`src/rtl/pipe_pkg.sv`:
```
// Shared defaults and control-bundle bit positions for the writeback pipe stage.
// Latency: n/a (declarations only).
// Backpressure: n/a.
package pipe_pkg;

  localparam int DATA_W_DEF = 32;
  localparam int ADDR_W_DEF = 5;
  localparam int CTRL_W_DEF = 2;

  // Control bundle bit indices
  localparam int CTRL_MEMTOREG = 0;
  localparam int CTRL_REGWRITE = 1;

endpackage

```
`src/rtl/pipe_slot.sv`:
```
// One valid-tagged beat register with load and clear; clear wins over load.
// Latency: 1 cycle from load to registered fields.
// Backpressure: none itself; the parent decides when to load or clear.
module pipe_slot
  import pipe_pkg::*;
#(
  parameter int DATA_W = DATA_W_DEF,
  parameter int ADDR_W = ADDR_W_DEF,
  parameter int CTRL_W = CTRL_W_DEF
) (
  input  logic              clk,
  input  logic              rst_n,
  input  logic              load,
  input  logic              clear,
  input  logic [CTRL_W-1:0] ctrl_d,
  input  logic [DATA_W-1:0] mem_d,
  input  logic [DATA_W-1:0] alu_d,
  input  logic [ADDR_W-1:0] rd_d,
  output logic              valid,
  output logic [CTRL_W-1:0] ctrl_q,
  output logic [DATA_W-1:0] mem_q,
  output logic [DATA_W-1:0] alu_q,
  output logic [ADDR_W-1:0] rd_q
);

  // Clearing zeros ctrl so an empty slot can never request a register write;
  // data and address keep their last value.
  always_ff @(posedge clk or negedge rst_n) begin
    if (!rst_n) begin
      valid  <= 1'b0;
      ctrl_q <= '0;
      mem_q  <= '0;
      alu_q  <= '0;
      rd_q   <= '0;
    end else if (clear) begin
      valid  <= 1'b0;
      ctrl_q <= '0;
    end else if (load) begin
      valid  <= 1'b1;
      ctrl_q <= ctrl_d;
      mem_q  <= mem_d;
      alu_q  <= alu_d;
      rd_q   <= rd_d;
    end
  end

endmodule

```
`src/rtl/pipe_stage_hs.sv`:
```
// Valid/ready register stage for MEM/WB beats; optional skid entry under PIPE_STAGE_HS_SKID_EN.
// Latency: 1 cycle from input transfer to out_valid_o.
// Backpressure: default build ready = !out_valid_o || out_ready_i; skid build ready = skid entry empty (registered).
module pipe_stage_hs
  import pipe_pkg::*;
#(
  parameter int DATA_W = DATA_W_DEF,
  parameter int ADDR_W = ADDR_W_DEF,
  parameter int CTRL_W = CTRL_W_DEF
) (
  input  logic              clk_i,
  input  logic              rst_n_i,
  input  logic              flush_i,
  input  logic              in_valid_i,
  output logic              in_ready_o,
  input  logic [CTRL_W-1:0] ctrl_i,
  input  logic [DATA_W-1:0] memdata_i,
  input  logic [DATA_W-1:0] aluresult_i,
  input  logic [ADDR_W-1:0] rdaddr_i,
  output logic              out_valid_o,
  input  logic              out_ready_i,
  output logic [CTRL_W-1:0] ctrl_o,
  output logic [DATA_W-1:0] memdata_o,
  output logic [DATA_W-1:0] aluresult_o,
  output logic [ADDR_W-1:0] rdaddr_o
);

  logic              main_valid;
  logic              main_load;
  logic              main_clear;
  logic [CTRL_W-1:0] main_ctrl_d;
  logic [DATA_W-1:0] main_mem_d;
  logic [DATA_W-1:0] main_alu_d;
  logic [ADDR_W-1:0] main_rd_d;
  logic              in_xfer;

  assign in_xfer = in_valid_i && in_ready_o;

`ifdef PIPE_STAGE_HS_SKID_EN
  logic              skid_valid;
  logic              skid_load;
  logic              skid_clear;
  logic              main_free;
  logic [CTRL_W-1:0] skid_ctrl;
  logic [DATA_W-1:0] skid_mem;
  logic [DATA_W-1:0] skid_alu;
  logic [ADDR_W-1:0] skid_rd;

  // Ready comes straight from the skid valid flop, so no combinational path to out_ready_i.
  assign in_ready_o = !skid_valid;
  assign main_free  = !main_valid || out_ready_i;

  // Main refills from skid first (older beat), otherwise from the input.
  always_comb begin
    main_ctrl_d = ctrl_i;
    main_mem_d  = memdata_i;
    main_alu_d  = aluresult_i;
    main_rd_d   = rdaddr_i;
    if (skid_valid) begin
      main_ctrl_d = skid_ctrl;
      main_mem_d  = skid_mem;
      main_alu_d  = skid_alu;
      main_rd_d   = skid_rd;
    end
  end

  assign main_load  = main_free && (skid_valid || in_xfer);
  assign main_clear = flush_i || (main_valid && out_ready_i && !skid_valid && !in_xfer);
  assign skid_load  = in_xfer && !main_free;
  assign skid_clear = flush_i || (skid_valid && main_free);

  pipe_slot #(.DATA_W(DATA_W), .ADDR_W(ADDR_W), .CTRL_W(CTRL_W)) u_skid (
    .clk    (clk_i),
    .rst_n  (rst_n_i),
    .load   (skid_load),
    .clear  (skid_clear),
    .ctrl_d (ctrl_i),
    .mem_d  (memdata_i),
    .alu_d  (aluresult_i),
    .rd_d   (rdaddr_i),
    .valid  (skid_valid),
    .ctrl_q (skid_ctrl),
    .mem_q  (skid_mem),
    .alu_q  (skid_alu),
    .rd_q   (skid_rd)
  );
`else
  // Single entry: accept when empty or when the held beat leaves this edge.
  assign in_ready_o  = !main_valid || out_ready_i;
  assign main_ctrl_d = ctrl_i;
  assign main_mem_d  = memdata_i;
  assign main_alu_d  = aluresult_i;
  assign main_rd_d   = rdaddr_i;
  assign main_load   = in_xfer;
  assign main_clear  = flush_i || (main_valid && out_ready_i && !in_xfer);
`endif

  pipe_slot #(.DATA_W(DATA_W), .ADDR_W(ADDR_W), .CTRL_W(CTRL_W)) u_main (
    .clk    (clk_i),
    .rst_n  (rst_n_i),
    .load   (main_load),
    .clear  (main_clear),
    .ctrl_d (main_ctrl_d),
    .mem_d  (main_mem_d),
    .alu_d  (main_alu_d),
    .rd_d   (main_rd_d),
    .valid  (main_valid),
    .ctrl_q (ctrl_o),
    .mem_q  (memdata_o),
    .alu_q  (aluresult_o),
    .rd_q   (rdaddr_o)
  );

  assign out_valid_o = main_valid;

endmodule

```
`config.mk`:
```
export PLATFORM = sky130hd
export DESIGN_NAME = pipe_stage_hs
export DESIGN_NICKNAME = d
export VERILOG_FILES = /design/src/rtl/pipe_pkg.sv /design/src/rtl/pipe_slot.sv /design/src/rtl/pipe_stage_hs.sv
export SDC_FILE = /design/constraint.sdc
export NUM_CORES = 1
export LEC_CHECK = 0
export CAP_MARGIN = 20
export CORE_MARGIN = 3
export CORE_UTILIZATION = 40
export CTS_BUF_LIST = sky130_fd_sc_hd__clkbuf_8
export DETAILED_ROUTE_END_ITERATION = 6
export GPL_TIMING_DRIVEN = 0
export PLACE_DENSITY = 0.89
export SLEW_MARGIN = 5
export SYNTH_ARGS = -nofsm -noshare
export SYNTH_HDL_FRONTEND = slang
export SYNTH_SLANG_ARGS = --single-unit
```
`constraint.sdc`:
```
create_clock -name clk_i -period 2.22 [get_ports clk_i]
set_clock_uncertainty 0.15 [all_clocks]
set_input_delay 0.555 -clock clk_i [delete_from_list [all_inputs] [get_ports clk_i]]
set_output_delay 0.555 -clock clk_i [all_outputs]
set_load 0.02 [all_outputs]
```
==> results of run 1 <==
## logic make-up after synthesis
logic type             share of synthesized area
buffers and inverters                     0.0176
AND/OR/NAND/NOR                           0.0158
flip-flops                                 0.668
AO/OA/AOI/OAI                            0.00650
multiplexers                               0.292
## sequential cells by signal (all words and copies together) (netlist names)
signal and count:
u_main.alu_q 32, u_main.ctrl_q 2, u_main.mem_q 32, u_main.rd_q 5, u_main.valid 1
## cell type report
cell class                      count  area, µm²  share of cell area
Buffer                              7       43.8             0.00968
Clock buffer                       11        151              0.0335
Clock inverter                      5       47.5              0.0105
Inverter                            1       3.75            0.000830
Multi-Input combinational cell     78        852               0.188
Sequential cell                    72       1800               0.398
Tap cell                           77       96.3              0.0213
Timing Repair Buffer              152       1530               0.337
## worst max-delay path, cell delays in order
cell and delay, ns:
clkdlybuf4s50_1 0.46, nor2b_4 0.17, inv_1 0.09, buf_2 0.17
## final timing paths
path / depth (start not counted) / slack, ns / endpoint / startpoint
max: 4 / 0.07 / in_ready_o / out_ready_i
max in group asynchronous: 3 / 0.88 / u_main.alu_q[26] / rst_n_i
max reg2reg: 5 / 0.43 / u_main.mem_q[0] / u_main.valid
min: 1 / 0.34 / u_main.mem_q[22] / u_main.mem_q[22]
min reg2reg: 1 / 0.34 / u_main.mem_q[22] / u_main.mem_q[22]
min in group asynchronous: 2 / 0.49 / u_main.alu_q[21] / rst_n_i
## cells in the mapped netlist
library cell  instances  area share
dfrtp_1              72        0.67
a32oi_1               2      0.0065
buf_6                 1      0.0042
buf_4                 1      0.0028
nor2b_2               1      0.0032
nor2_1                4      0.0056
buf_2                 5      0.0093
inv_1                 1      0.0014
mux2_1               10       0.042
nor3b_4               1      0.0070
mux2_2               59        0.25
mux2i_1               1      0.0037
## per-stage QoR
stage / power, mW / hold WS [ns] / cell area (µm²) / worst slack [ns]
floorplan: 2.17 / 0.109 / 2700 / 0.408
global placement: 2.80 / 0.319 / 4270 / -1.96
detailed placement: 2.85 / 0.278 / 4300 / -0.358
CTS: 3.89 / 0.343 / 4510 / 0.0215
global route: 4.03 / 0.349 / 4520 / 0.0271
finish: 3.82 / 0.336 / 4520 / 0.0669
## power groups by stage
stage	clock [mW]	combinational, mW	sequential [mW]
floorplan	0	0.235	1.93
detailed placement	0	1.18	1.67
global placement	0	1.16	1.65
CTS	1.06	1.19	1.64
finish	1.01	1.17	1.64
global route	1.12	1.24	1.67
## layer usage
layer  part of all wire  global-route usage  up-vias  wire length, µm
met5                  0                   0        -                0
met4              0.011              0.0783        0               75
met3              0.089              0.0630        7              580
met2               0.51               0.301       93             3350
met1               0.39               0.195      938             2520
li1                   -                   -      885                -
## what timing repair did
item / 4_1_cts / 5_1_grt
endpoints found under the setup margin: 1 / 5
pin swaps: 0 / 0
gates resized for setup: 5 / 0
hold buffers: 1 / 0
endpoints found under the hold margin: 12 / 0
setup buffers: 0 / 2
==> results.md, run 1 <==
- Clock buffer depth: 2
- Switching Share: 0.278
- Ports: 149
- Setup_tns: 0 ns
- DR vias/cell: 4.77
- Combinational share of power: 0.307
- CTS Root Buffer Type: clkbuf_8
- Hold Crit Class: reg -> reg
- H-tree levels: 3
- Final core occ: 0.700
- Cell Count Post-Placement: around 380
- Starting Density: 0.417
- FILL cells: 465
- Placement Rows: 29
- First-pass GRT wire length: roughly 10000 µm
- Vias in the first global route: ~2200
- Final Critical Period: 2.15 ns
- Number of routed nets with antenna violations: 0
- Commonest non-fill, non-tap cell in the layout: clkdlybuf4s50_1
- Slew @ Worst Pin: 0.304 ns
- Worst setup EP type: output pin
- Full die area: 7760 µm²
- Static leakage: 1.89 nW
- GRT Util Overall: 0.175
- Die W: 88.1 µm
- Cell variety after synth: 12
- Initial antenna violation count: 0
- Core ar.: roughly 6500 µm²
- Post-Route WL: 6520 µm
- CTS tree: done
- Slew Limit Fails: 0
- Clock group share of total power: 0.264
- CP required: 1.51 ns
- Cells after Synth: about 160
- Layout cells sized above 1: 0.267
- Mean post-synth cell area: 17.1 µm²
- Total number of vias: 1923
- Synth Register Bits: 72
- Synth Cell Area: ~2700 µm²
- Final hold violations: 0
- Max Clk Rate: around 0.46 GHz
- I/O Buffers: 148
- DRC: 0
- Crit Path Category: in -> out
- P_int: between 2 and 3 mW
- P&R area growth vs syn: 67.7%
- Skew-Pair Late Insertion Delay: 0.32 ns
- DP HPWL: about 5000 µm
- Pwr per Cell Area: 846 nW/µm²
- CP max FO: 3
- Layout Nets: 397
- Grt total ovfl: 0
- Arrival time worst endpoint: 1.45 ns
- Worst-path clk slew: 0.07 ns
- Relative slew slack: 0.797
- # diodes: 0
- Gpl congestion: 0.746
- Max Cap Viol: 0
- RSZ-0062 raised after global routing: false
- Most frequent cells in the layout: clkdlybuf4s50_1 (146), dfrtp_1 (72), mux2_2 (59)
- Seq/Total Area, Yosys: 0.668
- Chip height: just under 90 µm
- Period utilization: 0.970
- DRT Pass-1 Iters: 4
- Seq pwr share: 0.429
- Startpoint Class: input pin
- CTS sink count: 72
- Largest net degree at the start of global routing: 61
- WL/cell: 16.2 µm
- Non-Filler Instances: about 400
- Psw: about 1.1 mW
- Post-synth net total: 234
- Setup-failing EPs final: 0
- Maximum vdd ir drop: 0.000543 V
- Cts bufs inserted: 9
- Drt first-iter violations: 21
- Status: completed
- Yosys Warn Count: 0
(Power assumes the default switching activity.)
==> inputs of run 2 (changes only) <==
--- a/config.mk
+++ b/config.mk
@@ -5,13 +5,14 @@
 export SDC_FILE = /design/constraint.sdc
 export NUM_CORES = 1
 export LEC_CHECK = 0
-export CAP_MARGIN = 20
+export CAP_MARGIN = 10
 export CORE_MARGIN = 3
-export CORE_UTILIZATION = 40
+export CORE_UTILIZATION = 50
 export CTS_BUF_LIST = sky130_fd_sc_hd__clkbuf_8
 export DETAILED_ROUTE_END_ITERATION = 6
+export DONT_BUFFER_PORTS = 1
 export GPL_TIMING_DRIVEN = 0
-export PLACE_DENSITY = 0.89
+export PLACE_DENSITY = 0.71
 export SLEW_MARGIN = 5
 export SYNTH_ARGS = -nofsm -noshare
 export SYNTH_HDL_FRONTEND = slang
==> results.md, run 2 (same netlist as run 1, synthesis figures left out) <==
- Most frequent cells in the layout: dfrtp_1 (72), mux2_2 (59), mux2_1 (10), clkbuf_8 (10), buf_2 (5) (was clkdlybuf4s50_1 (146), dfrtp_1 (72), mux2_2 (59))
- Setup_tns: 0 ns (unchanged)
- I/O Buffers: 0 (was 148)
- Total number of vias: 1328 (was 1923)
- Clock buffer depth: 2 (unchanged)
- FILL cells: 390 (was 465)
- CP required: 2.27 ns (was 1.51 ns)
- Number of routed nets with antenna violations: 0 (unchanged)
- Initial antenna violation count: 0 (unchanged)
- CTS sink count: 72 (unchanged)
- Ports: 149 (unchanged)
- Max Clk Rate: 0.485 GHz (was 0.464 GHz)
- Largest regs: u_main.alu_q: 32 flops, u_main.mem_q: 32 flops, u_main.rd_q: 5 flops (unchanged)
- Relative slew slack: 0.792 (was 0.797)
- DRC: 0 (unchanged)
- Status: complete, but fails checks (was completed)
- Seq pwr share: 0.616 (was 0.429)
- Max Cap Viol: 0 (unchanged)
- Crit Path Category: reg -> reg (was in -> out)
- Placement Rows: 26 (was 29)
- Grt total ovfl: 0 (unchanged)
- Slew Limit Fails: 0 (unchanged)
- Static leakage: 1.28 nW (was 1.89 nW)
- Post-CTS Setup Repair Bufs: 0 (unchanged)
- DR vias/cell: 5.47 (was 4.77)
- Clock group share of total power: 0.300 (was 0.264)
- Slew @ Worst Pin: 0.312 ns (was 0.304 ns)
- Hold WS: -0.230 ns (was 0.336 ns)
- WL/cell: 21.0 µm (was 16.2 µm)
- FF-to-FF Start: u_main.valid (unchanged)
- Hold Crit Class: in -> async (was reg -> reg)
- Startpoint Class: flip-flop (was input pin)
- P_int: 2.24 mW (was 2.76 mW)
- Core ar.: 5170 µm² (was 6460 µm²)
- Die W: 79.4 µm (was 88.1 µm)
- Maximum vdd ir drop: 0.000576 V (was 0.000543 V)
- Full die area: 6310 µm² (was 7760 µm²)
- Pwr per Cell Area: 1070 nW/µm² (was 846 nW/µm²)
- H-tree levels: 3 (unchanged)
- CTS Root Buffer Type: clkbuf_8 (unchanged)
- Largest net degree at the start of global routing: 73 (was 61)
- RSZ-0062 raised after global routing: false (unchanged)
- Gpl congestion: 0.664 (was 0.746)
- CTS tree: done (unchanged)
- Post-Route WL: 5090 µm (was 6520 µm)
- Starting Density: 0.521 (was 0.417)
- Cts bufs inserted: 9 (unchanged)
- Chip height: 79.4 µm (was 88.1 µm)
- Final Critical Period: 2.06 ns (was 2.15 ns)
- Commonest non-fill, non-tap cell in the layout: dfrtp_1 (was clkdlybuf4s50_1)
- Drt first-iter violations: 54 (was 21)
- # diodes: 0 (unchanged)
- Failing checks: hold timing
- P&R area growth vs syn: 10.2% (was 67.7%)
- Worst-path clk slew: 0.07 ns (about the same)
- CP max FO: 10 (was 3)
- Period utilization: 0.929 (was 0.970)
- Skew-Pair Late Insertion Delay: 0.32 ns (about the same)
- Switching Share: 0.297 (was 0.278)
- Setup-failing EPs final: 0 (unchanged)
- Worst setup EP type: flip-flop (was output pin)
- Cts repair resizes: 0 (was 5)
- First-pass GRT wire length: 7760 µm (was 10300 µm)
- DRT Pass-1 Iters: 4 (unchanged)
- Combinational share of power: 0.084 (was 0.307)
- Vias in the first global route: 1518 (was 2175)
- Layout cells sized above 1: 0.474 (was 0.267)
- GRT Util Overall: 0.167 (was 0.175)
- Final hold violations: 72 (was 0)
- Arrival time worst endpoint: 2.12 ns (was 1.45 ns)
- Layout Nets: 245 (was 397)
- Beginning of the critical path: u_main.valid (was out_ready_i)
- DP HPWL: 3780 µm (was 4990 µm)
- Psw: 0.946 mW (was 1.06 mW)
-- run 2: cell type report --
type / count / area [µm²] / share of cell area
inverters: 1 / 3.75 / 0.00126
plain buffers: 7 / 43.8 / 0.0147
flip-flops and latches: 72 / 1800 / 0.607
multi-input cells: 78 / 847 / 0.285
well taps: 70 / 87.6 / 0.0295
clock inverters: 5 / 48.8 / 0.0164
clock buffers: 10 / 138 / 0.0463
-- run 2: power groups by stage --
stage	logic [mW]	clock network [mW]	registers [mW]
after global placement	0.250	0	1.98
after floorplan	0.235	0	1.93
final	0.267	0.957	1.96
after detailed placement	0.274	0	1.99
after global routing	0.296	1.07	1.99
after CTS	0.274	0.997	1.97
-- run 2: path summary, 6_finish.rpt --
check                           slack [ns]               end  cells past startpoint
worst max register to register        0.16  u_main.mem_q[15]                      5
max in group asynchronous             2.02   u_main.mem_q[4]                      0
worst max-delay path                  0.16  u_main.mem_q[15]                      5
worst min register to register        0.49  u_main.mem_q[16]                      1
min in group clk_i                    0.13  u_main.ctrl_q[1]                      1
worst min-delay path                 -0.23  u_main.mem_q[19]                      0
-- run 2: metrics by stage --
step	power, mW	instances	worst slack (ns)	util	cell area (µm²)
floorplan	2.17	158	0.408	-	2700
global placement	2.23	228	0.137	0.538	2780
detailed placement	2.26	228	0.108	0.538	2780
CTS	3.24	243	0.0964	0.574	2970
global route	3.35	243	0.0236	0.574	2970
finish	3.19	243	0.158	0.574	2970
-- run 2: critical path: stages, from the launching register on --
cell,delay (ns)
dfrtp_1,0.48
nor2b_2,0.23
nor3b_4,0.31
buf_4,0.25
buf_6,0.17
mux2_1,0.34
-- run 2: routing by layer --
metal  GRT usage  up-vias  share of wire
met2       0.287       97           0.54
met4      0.0567        0         0.0053
met3      0.0858        4           0.12
met1       0.176      655           0.34
met5           0        -              0
li1            -      572              -
==> inputs of run 3 (changes only) <==
--- a/config.mk
+++ b/config.mk
@@ -13,6 +13,7 @@
 export DONT_BUFFER_PORTS = 1
 export GPL_TIMING_DRIVEN = 0
 export PLACE_DENSITY = 0.71
+export REMOVE_ABC_BUFFERS = 1
 export SLEW_MARGIN = 5
 export SYNTH_ARGS = -nofsm -noshare
 export SYNTH_HDL_FRONTEND = slang
==> constraint.sdc (replaced) <==
create_clock -name clk_i -period 2.48 [get_ports clk_i]
set_clock_uncertainty 0.15 [all_clocks]
set_input_delay 0.62 -clock clk_i [delete_from_list [all_inputs] [get_ports clk_i]]
set_output_delay 0.62 -clock clk_i [all_outputs]
set_load 0.02 [all_outputs]
==> results.md, run 3 (same netlist as run 1, synthesis figures left out) <==
- Clock buffer depth: 2 (unchanged)
- Final hold violations: 0 (was 72)
- CTS sink count: 72 (unchanged)
- Crit path max-delay family: simple AND/OR/NAND/NOR gates (unchanged)
- RSZ-0062 raised after global routing: false (unchanged)
- Cts repair resizes: 0 (unchanged)
- Largest regs: u_main.alu_q: 32 flops, u_main.mem_q: 32 flops, u_main.rd_q: 5 flops (unchanged)
- Hold WS: 0.0262 ns (was -0.230 ns)
- Slew @ Worst Pin: 0.678 ns (was 0.312 ns)
- DR vias/cell: 5.49 (was 5.47)
- Crit path depth: 5 (unchanged)
- Hold Crit Class: in -> async (unchanged)
- Pwr per Cell Area: 984 nW/µm² (was 1070 nW/µm²)
- Total number of vias: 1324 (was 1328)
- Gpl congestion: 0.692 (was 0.664)
- Relative slew slack: 0.547 (was 0.792)
- Non-Filler Instances: 241 (was 243)
- Layout cells sized above 1: 0.474 (about the same)
- WL/cell: 20.0 µm (was 21.0 µm)
- Chip height: 79.4 µm (unchanged)
- First-pass GRT wire length: 7350 µm (was 7760 µm)
- Busiest grt layer: met2 (unchanged)
- I/O Buffers: 0 (unchanged)
- Crit path cell chain: nor2b_2, nor3b_4, buf_16, buf_8, mux2_2 (was nor2b_2, nor3b_4, buf_4, buf_6, mux2_1)
- Setup_tns: 0 ns (unchanged)
- P&R area growth vs syn: 12.9% (was 10.2%)
- Met2 Usage GRT: 0.260 (was 0.287)
- Skew-Pair Late Insertion Delay: 0.32 ns (about the same)
- # diodes: 0 (unchanged)
- Power consumption: 3.00 mW (was 3.19 mW)
- Static leakage: 1.29 nW (was 1.28 nW)
- Number of routed nets with antenna violations: 0 (unchanged)
- Worst R2R Path Depth: 5 (unchanged)
- Slew Limit Fails: 0 (unchanged)
- GRT Util Overall: 0.157 (was 0.167)
- Crit path largest cell delay: 0.58 ns (was 0.48 ns)
- Core ar.: 5170 µm² (unchanged)
- Commonest non-fill, non-tap cell in the layout: dfrtp_1 (unchanged)
- Cts bufs inserted: 9 (unchanged)
- CP max-delay cell: nor3b_4 (was dfrtp_1)
- Status: completed (was complete, but fails checks)
- Crit Path Category: reg -> reg (unchanged)
- Max Cap Viol: 0 (unchanged)
- Maximum vdd ir drop: 0.000595 V (was 0.000576 V)
- Grt total ovfl: 0 (unchanged)
- Cell Count Post-Placement: 224 (was 228)
- Period utilization: 0.953 (was 0.929)
- Setup-failing EPs final: 0 (unchanged)
- Vias in the first global route: 1484 (was 1518)
- Worst setup EP type: flip-flop (unchanged)
- Full die area: 6310 µm² (unchanged)
- Initial antenna violation count: 0 (unchanged)
- Startpoint Class: flip-flop (unchanged)
- Post-Route WL: 4820 µm (was 5090 µm)
- Final core occ: 0.589 (was 0.574)
- Worst-path clk slew: 0.07 ns (about the same)
- Most frequent cells in the layout: dfrtp_1 (72), mux2_2 (59), mux2_1 (10), clkbuf_8 (10), nor2_1 (4) (was dfrtp_1 (72), mux2_2 (59), mux2_1 (10), clkbuf_8 (10), buf_2 (5))
- DRT Pass-1 Iters: 2 (was 4)
- Placement Rows: 26 (unchanged)
- Final Critical Period: 2.36 ns (was 2.06 ns)
- Drt first-iter violations: 27 (was 54)
- Largest net degree at the start of global routing: 73 (unchanged)
- Layout Nets: 242 (was 245)
- Arrival time worst endpoint: 2.42 ns (was 2.12 ns)
- Global Route met1 Usage: 0.161 (was 0.176)
- CP max FO: 20 (was 10)
- CTS tree: done (unchanged)
- Max Clk Rate: 0.423 GHz (was 0.485 GHz)
- Met3 Use GR: 0.0971 (was 0.0858)
- DRC: 0 (unchanged)
- CP required: 2.53 ns (was 2.27 ns)
- H-tree levels: 3 (unchanged)
- DP HPWL: 3630 µm (was 3780 µm)
- Die W: 79.4 µm (unchanged)
- CTS Root Buffer Type: clkbuf_8 (unchanged)
- Ports: 149 (unchanged)
- Starting Density: 0.521 (unchanged)
- Critical path buffer and inverter count: 2 (unchanged)
[run 3: area by class of cell]
cell class / count / area, µm²
Multi-Input combinational cell: 78 / 847
Timing Repair Buffer: 4 / 85.1
Inverter: 1 / 3.75
Fill cell: 371 / 2130
Sequential cell: 72 / 1800
Clock inverter: 6 / 82.6
Clock buffer: 10 / 138
Tap cell: 70 / 87.6
[run 3: where the power goes]
| part | total (mW) | switching, mW | leakage (nW) | internal, mW |
|---|---|---|---|---|
| logic | 0.266 | 0.0975 | 0.325 | 0.168 |
| clock network | 0.979 | 0.390 | 0.112 | 0.588 |
| registers | 1.75 | 0.385 | 0.851 | 1.37 |
| total | 3.00 | 0.873 | 1.29 | 2.12 |
[run 3: worst paths after layout]
| kind | from | endpoint | slack (ns) |
|---|---|---|---|
| worst min register to register | u_main.mem_q[15] | u_main.mem_q[15] | 0.50 |
| max in group asynchronous | rst_n_i | u_main.mem_q[19] | 1.89 |
| worst min-delay path | rst_n_i | u_main.alu_q[20] | 0.03 |
| min in group clk_i | flush_i | u_main.ctrl_q[1] | 0.20 |
| worst max register to register | u_main.valid | u_main.mem_q[5] | 0.12 |
| worst max-delay path | u_main.valid | u_main.mem_q[5] | 0.12 |
[run 3: timing repair]
| item | CTS | global route |
|---|---|---|
| setup buffers | 0 | 0 |
| hold endpoints to repair | 72 | 0 |
| hold buffers | 1 | 0 |
[run 3: layer usage]
metal	up-vias	share of wire
li1	581	-
met1	631	0.33
met2	108	0.51
met3	4	0.15
met4	0	0.0095
met5	-	0
[run 3: per-stage QoR]
stage                     instance area (µm²)  setup WS (ns)
after floorplan                          2650         -0.667
after global placement                   2740          -1.05
final                                    3050          0.117
after detailed placement                 2800          0.100
after global routing                     3050         0.0120
after CTS                                3050         0.0910
[run 3: worst register-to-register path, stage by stage (launching register included)]
cell	delay [ns]
dfrtp_1	0.48
nor2b_2	0.23
nor3b_4	0.58
buf_16	0.24
buf_8	0.20
mux2_2	0.36
